==> config.mk <==
export PLATFORM = sky130hd
export DESIGN_NAME = wf_instr_occupancy
export DESIGN_NICKNAME = d
export VERILOG_FILES = /design/src/rtl/wf_instr_occupancy.sv
export SDC_FILE = /design/constraint.sdc
export NUM_CORES = 1
export LEC_CHECK = 0
export ABC_AREA = 0
export CAP_MARGIN = 20
export CORE_UTILIZATION = 25
export DETAILED_ROUTE_END_ITERATION = 7
export GPL_ROUTABILITY_DRIVEN = 0
export PLACE_DENSITY_LB_ADDON = 0.2
export SLEW_MARGIN = 0
export SYNTH_ARGS = -nofsm -noshare
export SYNTH_HDL_FRONTEND = slang
export SYNTH_SLANG_ARGS = --single-unit
==> constraint.sdc <==
create_clock -name clk -period 4.8 [get_ports clk]
set_input_delay 0.72 -clock clk [delete_from_list [all_inputs] [get_ports clk]]
set_output_delay 0.72 -clock clk [all_outputs]
set_load 0.05 [all_outputs]
==> src/rtl/wf_instr_occupancy.sv <==
// rtl/wf_instr_occupancy.sv - per-wavefront decoded-but-unissued instruction occupancy counters
// Optional sticky overflow/underflow flags: define WF_OCC_ERR_CHECK_EN.
module wf_instr_occupancy #(
  parameter int NUM_WF      = 40,
  parameter int WF_ID_W     = 6,
  parameter int DEPTH       = 2,
  parameter int CNT_W       = 2,
  parameter int ISSUE_PORTS = 2
) (
  input  logic                           clk,
  input  logic                           rst,
  input  logic                           f_decode_valid,
  input  logic                           f_decode_wf_halt,
  input  logic                           f_decode_barrier,
  input  logic                           f_decode_waitcnt,
  input  logic [WF_ID_W-1:0]             f_decode_wfid,
  input  logic [ISSUE_PORTS-1:0]         issued_valid,
  input  logic [ISSUE_PORTS*WF_ID_W-1:0] issued_wfid,
  input  logic                           f_salu_branch_en,
  input  logic                           f_salu_branch_taken,
  input  logic [WF_ID_W-1:0]             f_salu_branch_wfid,
  output logic [NUM_WF-1:0]              valid_entry_out,
  output logic [NUM_WF-1:0]              full_entry_out,
  output logic [NUM_WF*CNT_W-1:0]        entry_count_out
`ifdef WF_OCC_ERR_CHECK_EN
  ,
  output logic [NUM_WF-1:0]              occ_overflow_err,
  output logic [NUM_WF-1:0]              occ_underflow_err
`endif
);

  localparam logic signed [CNT_W+1:0] DEPTH_S = (CNT_W+2)'(DEPTH);
  localparam logic [CNT_W-1:0]        CNT_MAX = CNT_W'(DEPTH);

  logic [CNT_W-1:0]        cnt_q [NUM_WF];
  logic [CNT_W-1:0]        cnt_d [NUM_WF];
  logic                    inc_w;
  logic                    flush_w;
  logic [CNT_W+1:0]        dec_n;
  logic signed [CNT_W+1:0] sum;
  logic                    decode_buffered;
  logic                    branch_flush;

`ifdef WF_OCC_ERR_CHECK_EN
  logic [NUM_WF-1:0] ovf_ev;
  logic [NUM_WF-1:0] udf_ev;
`endif

  // halt/barrier/waitcnt are consumed at decode and never occupy a slot
  assign decode_buffered = f_decode_valid & ~f_decode_wf_halt & ~f_decode_barrier & ~f_decode_waitcnt;
  assign branch_flush    = f_salu_branch_en & f_salu_branch_taken;

  always_comb begin
    inc_w   = 1'b0;
    flush_w = 1'b0;
    dec_n   = '0;
    sum     = '0;
`ifdef WF_OCC_ERR_CHECK_EN
    ovf_ev  = '0;
    udf_ev  = '0;
`endif
    for (int w = 0; w < NUM_WF; w++) begin
      inc_w   = decode_buffered & (32'(f_decode_wfid) == w);
      flush_w = branch_flush & (32'(f_salu_branch_wfid) == w);
      dec_n   = '0;
      for (int p = 0; p < ISSUE_PORTS; p++) begin
        if (issued_valid[p] && (32'(issued_wfid[p*WF_ID_W +: WF_ID_W]) == w))
          dec_n = dec_n + (CNT_W+2)'(1);
      end
      sum = $signed({2'b00, cnt_q[w]}) + $signed({{(CNT_W+1){1'b0}}, inc_w}) - $signed(dec_n);
      // A taken branch discards wrong-path decodes and any same-cycle issue
      if (flush_w) begin
        cnt_d[w] = '0;
      end else if (sum < 0) begin
        cnt_d[w] = '0;
`ifdef WF_OCC_ERR_CHECK_EN
        udf_ev[w] = 1'b1;
`endif
      end else if (sum > DEPTH_S) begin
        cnt_d[w] = CNT_MAX;
`ifdef WF_OCC_ERR_CHECK_EN
        ovf_ev[w] = 1'b1;
`endif
      end else begin
        cnt_d[w] = sum[CNT_W-1:0];
      end
    end
  end

  always_ff @(posedge clk) begin
    if (rst) begin
      for (int w = 0; w < NUM_WF; w++) cnt_q[w] <= '0;
    end else begin
      cnt_q <= cnt_d;
    end
  end

  for (genvar w = 0; w < NUM_WF; w++) begin : g_out
    assign valid_entry_out[w]                 = |cnt_q[w];
    assign full_entry_out[w]                  = (cnt_q[w] == CNT_MAX);
    assign entry_count_out[w*CNT_W +: CNT_W]  = cnt_q[w];
  end

`ifdef WF_OCC_ERR_CHECK_EN
  // Sticky until reset; a flush leaves them untouched
  always_ff @(posedge clk) begin
    if (rst) begin
      occ_overflow_err  <= '0;
      occ_underflow_err <= '0;
    end else begin
      occ_overflow_err  <= occ_overflow_err | ovf_ev;
      occ_underflow_err <= occ_underflow_err | udf_ev;
`ifndef SYNTHESIS
      for (int w = 0; w < NUM_WF; w++) begin
        if (ovf_ev[w]) $display("wf_instr_occupancy: overflow error on wavefront %0d", w);
        if (udf_ev[w]) $display("wf_instr_occupancy: underflow error on wavefront %0d", w);
      end
`endif
    end
  end
`endif

endmodule

==> results of run 1 <==
layout make-up:
type | count | area (um2)
flip-flops and latches | 80 | 1600
inverters | 200 | 751
well taps | 468 | 586
diodes | 2 | 5.00
repair buffers | 199 | 1970
multi-input cells | 850 | 6860
fillers | 3888 | 24600
clock inverters | 6 | 93.8
clock buffers | 10 | 229
cell usage in the layout, fill, tap and decap left out, drive strengths merged, types with 6 or more instances in the layout:
cell and n:
inv 200, nand2b 13, ha 160, nand3b 6, nor3 58, fa 80
nor4b 41, clkdlybuf4s50 192, or2 40, nor4 64, nand4b 8, clkbuf 10
buf 7, dfxtp 80, xnor2 40, nor2b 9, nand2 23, nand3 8
nor2 284
layer usage:
metal	vias to the layer above	share of wire	routed length (um)	track usage
met5	-	0.00058	18	0
met4	2	0.015	459	0.0379
met3	28	0.047	1460	0.0271
met2	228	0.49	15100	0.290
met1	4068	0.45	13800	0.212
li1	4132	-	-	-
cells by family after synthesis:
group	Yosys count	synth area share
and+or+nand+nor	570	0.312
adders and majority gates	240	0.386
buffers and inverters	228	0.0923
DFF	80	0.172
xor gates and xnor gates	40	0.0376
per-stage QoR:
stage	cells	total power, uW	worst slack (ns)	cell area [um2]	hold WS (ns)
finish	1815	1980	1.11	12100	0.861
global route	1814	2070	0.879	12100	0.939
CTS	1813	2010	1.11	12100	0.876
detailed placement	1797	1220	0.729	11800	0.858
global placement	1797	1220	0.716	11800	0.863
floorplan	1158	1030	1.70	9330	1.01
report_power, final:
part / internal [uW] / leakage, uW / switching, uW
sequential: 679 / 0.000646 / 19.7
clock: 459 / 0.000153 / 321
combinational: 176 / 0.00404 / 327
total: 1310 / 0.00484 / 668
path summary, 6_finish.rpt:
check	from	cells after the start	endpoint	slack (ns)
hold / removal	entry_count_out[11]$_SDFF_PP0_	4	entry_count_out[11]$_SDFF_PP0_	0.86
hold reg to reg	entry_count_out[11]$_SDFF_PP0_	4	entry_count_out[11]$_SDFF_PP0_	0.86
setup / recovery	f_decode_wf_halt	12	entry_count_out[38]$_SDFF_PP0_	1.11
setup reg to reg	entry_count_out[40]$_SDFF_PP0_	6	entry_count_out[40]$_SDFF_PP0_	2.82
worst max-delay path: stages:
cell	delay, ns
clkdlybuf4s50_1	0.44
nor4b_4	0.53
nand3b_1	0.45
nor4_1	0.39
ha_1	0.30
inv_1	0.06
ha_1	0.16
inv_1	0.05
fa_1	0.37
xnor2_1	0.13
nor2_1	0.12
nor4b_1	0.22
==> results.toml, run 1 <==
[outcome]
status = "finished, final reports clean"

[critical_path]
worstSetupPathType = "input pin to flop"
start_kind = "input pin"
critPathArrivalTime_ns = 3.95
worstPathMaxFanout = 8
crit_path_end_kind = "flop"
cp.required_ns = 5.06

[global_routing]
antenna_found_initial = 3
grt_first_pass_wirelength_um = 48400
grt-ovfl-total = 0
grt_pass1_vias = 8719
grt_max_degree = 26
grt_use_total = 0.166

[power]
ir_drop_mv = 0.156
power_leakage_uw = 0.00484
power.density_nw_per_um2 = 164

[timing]
rsz0062_at_grt = "no"
finalSetupViolCount = 0
slew_violations = 0
worstMarginPinSlew_ns = 0.826
slew_headroom = 0.447
finalSetupTns_ns = 0
fmax_mhz = 271
fin_crit_sh = 0.769
clock_skew_ns = 0.00761
finalHoldViolations = 0
layout_min_cycle_time_ns = 3.69

[synthesis]
synth-edff-count = 0
seq_area_frac_synth = 0.172
yosysTopAreaCellShare = 0.215
synth_most_common_cell = "nor2_1"
ys_types = 29
netlist_top_cells_count = "nor2_1, inv_1, ha_1"
netlist_top_cells_area = "ha_1, dfxtp_1, fa_1"
ys_async_sr_fraction = 0
syn_area_um2 = 9330
ys.flop_type = "dfxtp_1"
synth_nets = 1432
syn_area_per_cell_um2 = 8.05
postSynthCellCount = 1158
synth_top_area_cell = "ha_1"
ys_warn_count = 0
ys_seq_elements = 80

[finish]
finalNetCount = 1614
post-route-util = 0.330
largest_reg_flops = 80
drive_above_1_share = 0.0506
area_delta_synth_final_pct = 29.8

[floorplanning]
fp.dieArea_um2 = 38100
rows = 70
die_h_um = 195
io_pins = 194
coreArea_um2 = 36700
chipWidth_um = 195
initial_core_util = 0.254

[route]
initialDrtViolationCount = 424
vias_per_cell = 4.66
drc = 0
wire_per_inst_um = 17.0
firstDrtPassIters = 5
via_count = 8458
antenna_left = 0
route.final.wire_length_um = 30900

[clock_tree]
clock_sink_count = 80
cts_tree = "done"
cts_buffers = 9
clockRootBuffer = "clkbuf_16"
clkLatencyLatePin_ns = 0.36
h-tree-depth = 3
clkTransAtPathRegs_ns = 0.07
ctsHoldBuffers = 0
post_cts_buffers = 0
cts_max_path_buffers = 2
postCtsResizedCells = 0

[placed_design]
dp_hpwl_um = 26100
numPortBuffers = 193

[min_path]
hp-class = "flop to flop"

[flow_run]
maxCapViolations = 0
Note: power is estimated with default switching activity, not from simulation.
==> run 2: changes to the inputs <==
Clock period 4.8 ns to 3.61 ns, I/O delays scaled along.
==> run 2 against run 1 <==
Compared with the run above: final cell count grew 2.3%; flip-flop and latch count is the same; combinational power grew 38%; first-iteration DRC count shrank 1.2%; via count grew 1.8%; sequential share of layout area shrank 0.39 points; utilization grew 0.99 points; clock power grew 47%; register-to-register slack lost 1.2 ns; hold slack gained 0.0069 ns; critical path type unchanged; largest power group unchanged.
==> results.toml, run 2 (synthesis results as in run 1) <==
[floorplanning]
coreArea_um2 = 36700
initial_core_util = 0.254
fp.dieArea_um2 = 38100
chipWidth_um = 195
io_pins = 194
rows = 70
die_h_um = 195

[global_routing]
grt-ovfl-total = 0
grt_first_pass_wirelength_um = 48800
grt_max_degree = 43
grt_use_total = 0.168
antenna_found_initial = 3
grt_pass1_vias = 8921

[timing]
fin_crit_sh = 0.921
slew_violations = 0
clock_skew_ns = 0.00190
worstMarginPinSlew_ns = 0.937
finalSetupViolCount = 0
rsz0062_at_grt = "no"
finalHoldViolations = 0
fmax_mhz = 301
layout_min_cycle_time_ns = 3.32
slew_headroom = 0.375

[power]
power_leakage_uw = 0.00506
power_uw = 2770
power.density_nw_per_um2 = 223
ir_drop_mv = 0.226

[clock_tree]
clkLatencyLatePin_ns = 0.35
clock_sink_count = 80
h-tree-depth = 3
cts_buffers = 9
post_cts_buffers = 0
clockRootBuffer = "clkbuf_16"
postCtsResizedCells = 0
ctsHoldBuffers = 0
clkTransAtPathRegs_ns = 0.06
cts_tree = "done"
cts_max_path_buffers = 2

[route]
firstDrtPassIters = 7
wire_per_inst_um = 16.6
via_count = 8611
drc = 0
antenna_left = 0
initialDrtViolationCount = 419
route.final.wire_length_um = 30900
vias_per_cell = 4.64

[placed_design]
placedCellCount = 1839
dp_hpwl_um = 26000
numPortBuffers = 193

[critical_path]
cp.required_ns = 3.86
critPathArrivalTime_ns = 3.58
worstPathCellList = "clkdlybuf4s50_1 -> nor4b_4 -> buf_4 -> or3b_1 -> nor3_1 -> ha_1 -> inv_1 -> ha_1 -> inv_1 -> fa_1 -> xnor2_1 -> nor2_1 -> nor4b_1"
crit_path_end_kind = "flop"
critPathSlowestCell = "or3b_1"
worstPathMaxFanout = 7
crit_family = "simple AND/OR/NAND/NOR gates"
worstSetupPathType = "input pin to flop"
start_kind = "input pin"
critPathMaxStageDelay_ns = 0.47
critPathBufInv = 4

[finish]
final_cell_mix = "nor2_1, inv_1, clkdlybuf4s50_1"
n_fill_cell = 3896
largest_reg_flops = 80
drive_above_1_share = 0.0794
area_delta_synth_final_pct = 33.7
layout_commonest_cell = "nor2_1"
finalNetCount = 1656
final_cells = 1856

[outcome]
status = "finished, final reports clean"

[min_path]
hp-class = "flop to flop"

[flow_run]
maxCapViolations = 0
[run 2: cell count changes in the layout (fill, tap and decap cells not counted), sizes merged]
cell    change
bufinv      +2
buf        +42
clkbuf      -1
clkinv      -2
[run 2: per-layer routing]
metal / global-route usage / up-vias / wire, um
met5: 0 / - / 17
met4: 0.0601 / 2 / 788
met3: 0.0275 / 42 / 1340
met2: 0.286 / 211 / 14700
met1: 0.212 / 4130 / 14000
li1: - / 4226 / -
[run 2: worst paths after layout]
path,from,endpoint,slack (ns),depth (start not counted)
worst max-delay path,f_decode_wf_halt,entry_count_out[22]$_SDFF_PP0_,0.29,13
worst max register to register,entry_count_out[22]$_SDFF_PP0_,entry_count_out[22]$_SDFF_PP0_,1.63,8
worst min-delay path,entry_count_out[61]$_SDFF_PP0_,entry_count_out[61]$_SDFF_PP0_,0.87,4
worst min register to register,entry_count_out[61]$_SDFF_PP0_,entry_count_out[61]$_SDFF_PP0_,0.87,4
[run 2: cell type report]
cell class | instances | area [um2] | share of cell area
Tap cell | 468 | 586 | 0.0470
Antenna cell | 2 | 5.00 | 0.000402
Multi-Input combinational cell | 850 | 6860 | 0.551
Clock inverter | 6 | 133 | 0.0106
Sequential cell | 80 | 1600 | 0.129
Clock buffer | 9 | 225 | 0.0181
Timing Repair Buffer | 241 | 2300 | 0.185
Inverter | 200 | 751 | 0.0602
[run 2: where the power goes]
group | switching [uW] | total, uW | internal [uW] | leakage, uW
clock | 410 | 1150 | 741 | 0.000172
sequential | 26.3 | 929 | 903 | 0.000646
combinational | 439 | 692 | 253 | 0.00425
[run 2: worst min-delay path, stage by stage, from the launching register on]
cell	delay (ns)
dfxtp_1	0.37
ha_1	0.20
xnor2_1	0.07
nor2_1	0.11
nor3_1	0.07
[run 2: per-stage QoR]
step / setup TNS [ns] / util / hold WS [ns] / setup WS, ns / area [um2]
finish: 0 / 0.340 / 0.868 / 0.287 / 12500
global route: 0 / 0.340 / 0.917 / 0.0735 / 12500
CTS: 0 / 0.339 / 0.874 / 0.296 / 12500
detailed placement: -0.127 / 0.330 / 0.863 / -0.0369 / 12100
global placement: -0.0229 / 0.330 / 0.862 / -0.0229 / 12100
floorplan: 0 / - / 0.829 / 0.685 / 9330
==> run 3: changes to the inputs <==
Clock period 3.61 ns to 3.5 ns, I/O delays scaled along.
==> run 3 against run 2 <==
Compared with the run above: global-route usage about the same; routed wire length up 1.3%; combinational power up 4.3%; register-to-register slack worse by 0.13 ns; via count up 0.21%; worst setup slack worse by 0.051 ns; power down 5.6%; utilization up 0.096 points.
==> results.toml, run 3 (synthesis results as in run 1) <==
[timing]
worstMarginPinSlew_ns = 0.699
clock_skew_ns = 0.00147
whs_ns = 0.867
slew_violations = 0
slew_headroom = 0.534
finalSetupViolCount = 0
finalSetupTns_ns = 0
rsz0062_at_grt = "no"
fmax_mhz = 306
layout_min_cycle_time_ns = 3.26
fin_crit_sh = 0.933
finalHoldViolations = 0

[clock_tree]
postCtsResizedCells = 0
post_cts_buffers = 0
cts_tree = "done"
h-tree-depth = 3
clkTransAtPathRegs_ns = 0.07
cts_buffers = 9
ctsHoldBuffers = 0
clkLatencyLatePin_ns = 0.36
clockRootBuffer = "clkbuf_16"
clock_sink_count = 80
cts_max_path_buffers = 2

[floorplanning]
chipWidth_um = 195
fp.dieArea_um2 = 38100
coreArea_um2 = 36700
rows = 70
initial_core_util = 0.254
io_pins = 194
die_h_um = 195

[finish]
layout_commonest_cell = "nor2_1"
area_delta_synth_final_pct = 34.0
drive_above_1_share = 0.0905
finalNetCount = 1673
largest_reg_flops = 80
final_cell_mix = "nor2_1, inv_1, clkdlybuf4s50_1"
stdcell_area_um2 = 12500
final_cells = 1875

[route]
drc = 0
route.final.wire_length_um = 31300
firstDrtPassIters = 7
antenna_left = 0
wire_per_inst_um = 16.7
initialDrtViolationCount = 349
via_count = 8629
vias_per_cell = 4.60

[critical_path]
critPathArrivalTime_ns = 3.52
worstSetupPathType = "input pin to flop"
cp.required_ns = 3.76
critPathSlowestCell = "clkdlybuf4s50_1"
critPathMaxStageDelay_ns = 0.44
critPathBufInv = 5
worstPathCellList = "clkdlybuf4s50_1 -> nor4b_4 -> buf_4 -> or3b_1 -> buf_4 -> nor4_2 -> ha_1 -> inv_1 -> ha_1 -> inv_1 -> fa_1 -> xnor2_1 -> nor2_1 -> nor4b_1"
worstPathMaxFanout = 7
crit_family = "simple AND/OR/NAND/NOR gates"
crit_path_end_kind = "flop"
start_kind = "input pin"

[global_routing]
grt_max_degree = 43
grt_use_total = 0.167
grt_pass1_vias = 9055
antenna_found_initial = 3
grt_first_pass_wirelength_um = 48900
grt-ovfl-total = 0

[power]
power_leakage_uw = 0.00509
ir_drop_mv = 0.220
power.density_nw_per_um2 = 210

[min_path]
hp-class = "input pin to flop"

[placed_design]
dp_hpwl_um = 26600
numPortBuffers = 193
placedCellCount = 1856
placed_area_um2 = 12200

[flow_run]
maxCapViolations = 0

[outcome]
status = "finished, final reports clean"
[run 3: changes by cell type in the layout (fill, tap and decap cells not counted), sizes merged]
cell and delta:
clkinvlp +2, buf +17, diode +1, clkbuf +2, bufinv -4, clkinv +1
[run 3: path summary, 6_finish.rpt]
kind	end	slack, ns	depth (start not counted)	startpoint
max	entry_count_out[6]$_SDFF_PP0_	0.24	14	f_decode_wf_halt
min	entry_count_out[43]$_SDFF_PP0_	0.87	4	rst
max reg2reg	entry_count_out[26]$_SDFF_PP0_	1.50	6	entry_count_out[26]$_SDFF_PP0_
min reg2reg	entry_count_out[44]$_SDFF_PP0_	0.87	4	entry_count_out[44]$_SDFF_PP0_
[run 3: stage by stage]
step                      total power (uW)  utilization  worst slack, ns
after floorplan                       1410            -            0.591
after global placement                1700        0.333          -0.0889
after detailed placement              1700        0.333           -0.147
after CTS                             2650        0.340            0.217
after global routing                  2740        0.341          0.00508
final                                 2620        0.341            0.235
[run 3: final cells by class]
type / instances / area [um2]
sequential: 80 / 1600
inverter: 200 / 751
antenna: 3 / 7.51
timing repair buffer: 258 / 2410
tap: 468 / 586
multi-input combinational: 850 / 6860
clock inverter: 5 / 32.5
clock buffer: 11 / 243
fill: 3899 / 24200
[run 3: power breakdown]
part / switching (uW) / total [uW] / leakage (uW) / internal [uW]
clock network: 440 / 939 / 0.000128 / 499
logic: 455 / 722 / 0.00432 / 267
registers: 26.7 / 958 / 0.000646 / 931
total: 921 / 2620 / 0.00509 / 1700
[run 3: worst min-delay path: cells and delay by family]
family,cells,cell delay (ns)
buffers and inverters,1,0.26
and+or+nand+nor,3,0.38
[run 3: metal layers]
layer	wire [um]	GRT usage	vias to the layer above
li1	-	-	4246
met1	13900	0.211	4106
met2	15200	0.292	238
met3	1520	0.0257	39
met4	663	0.0496	0
met5	0	0	-
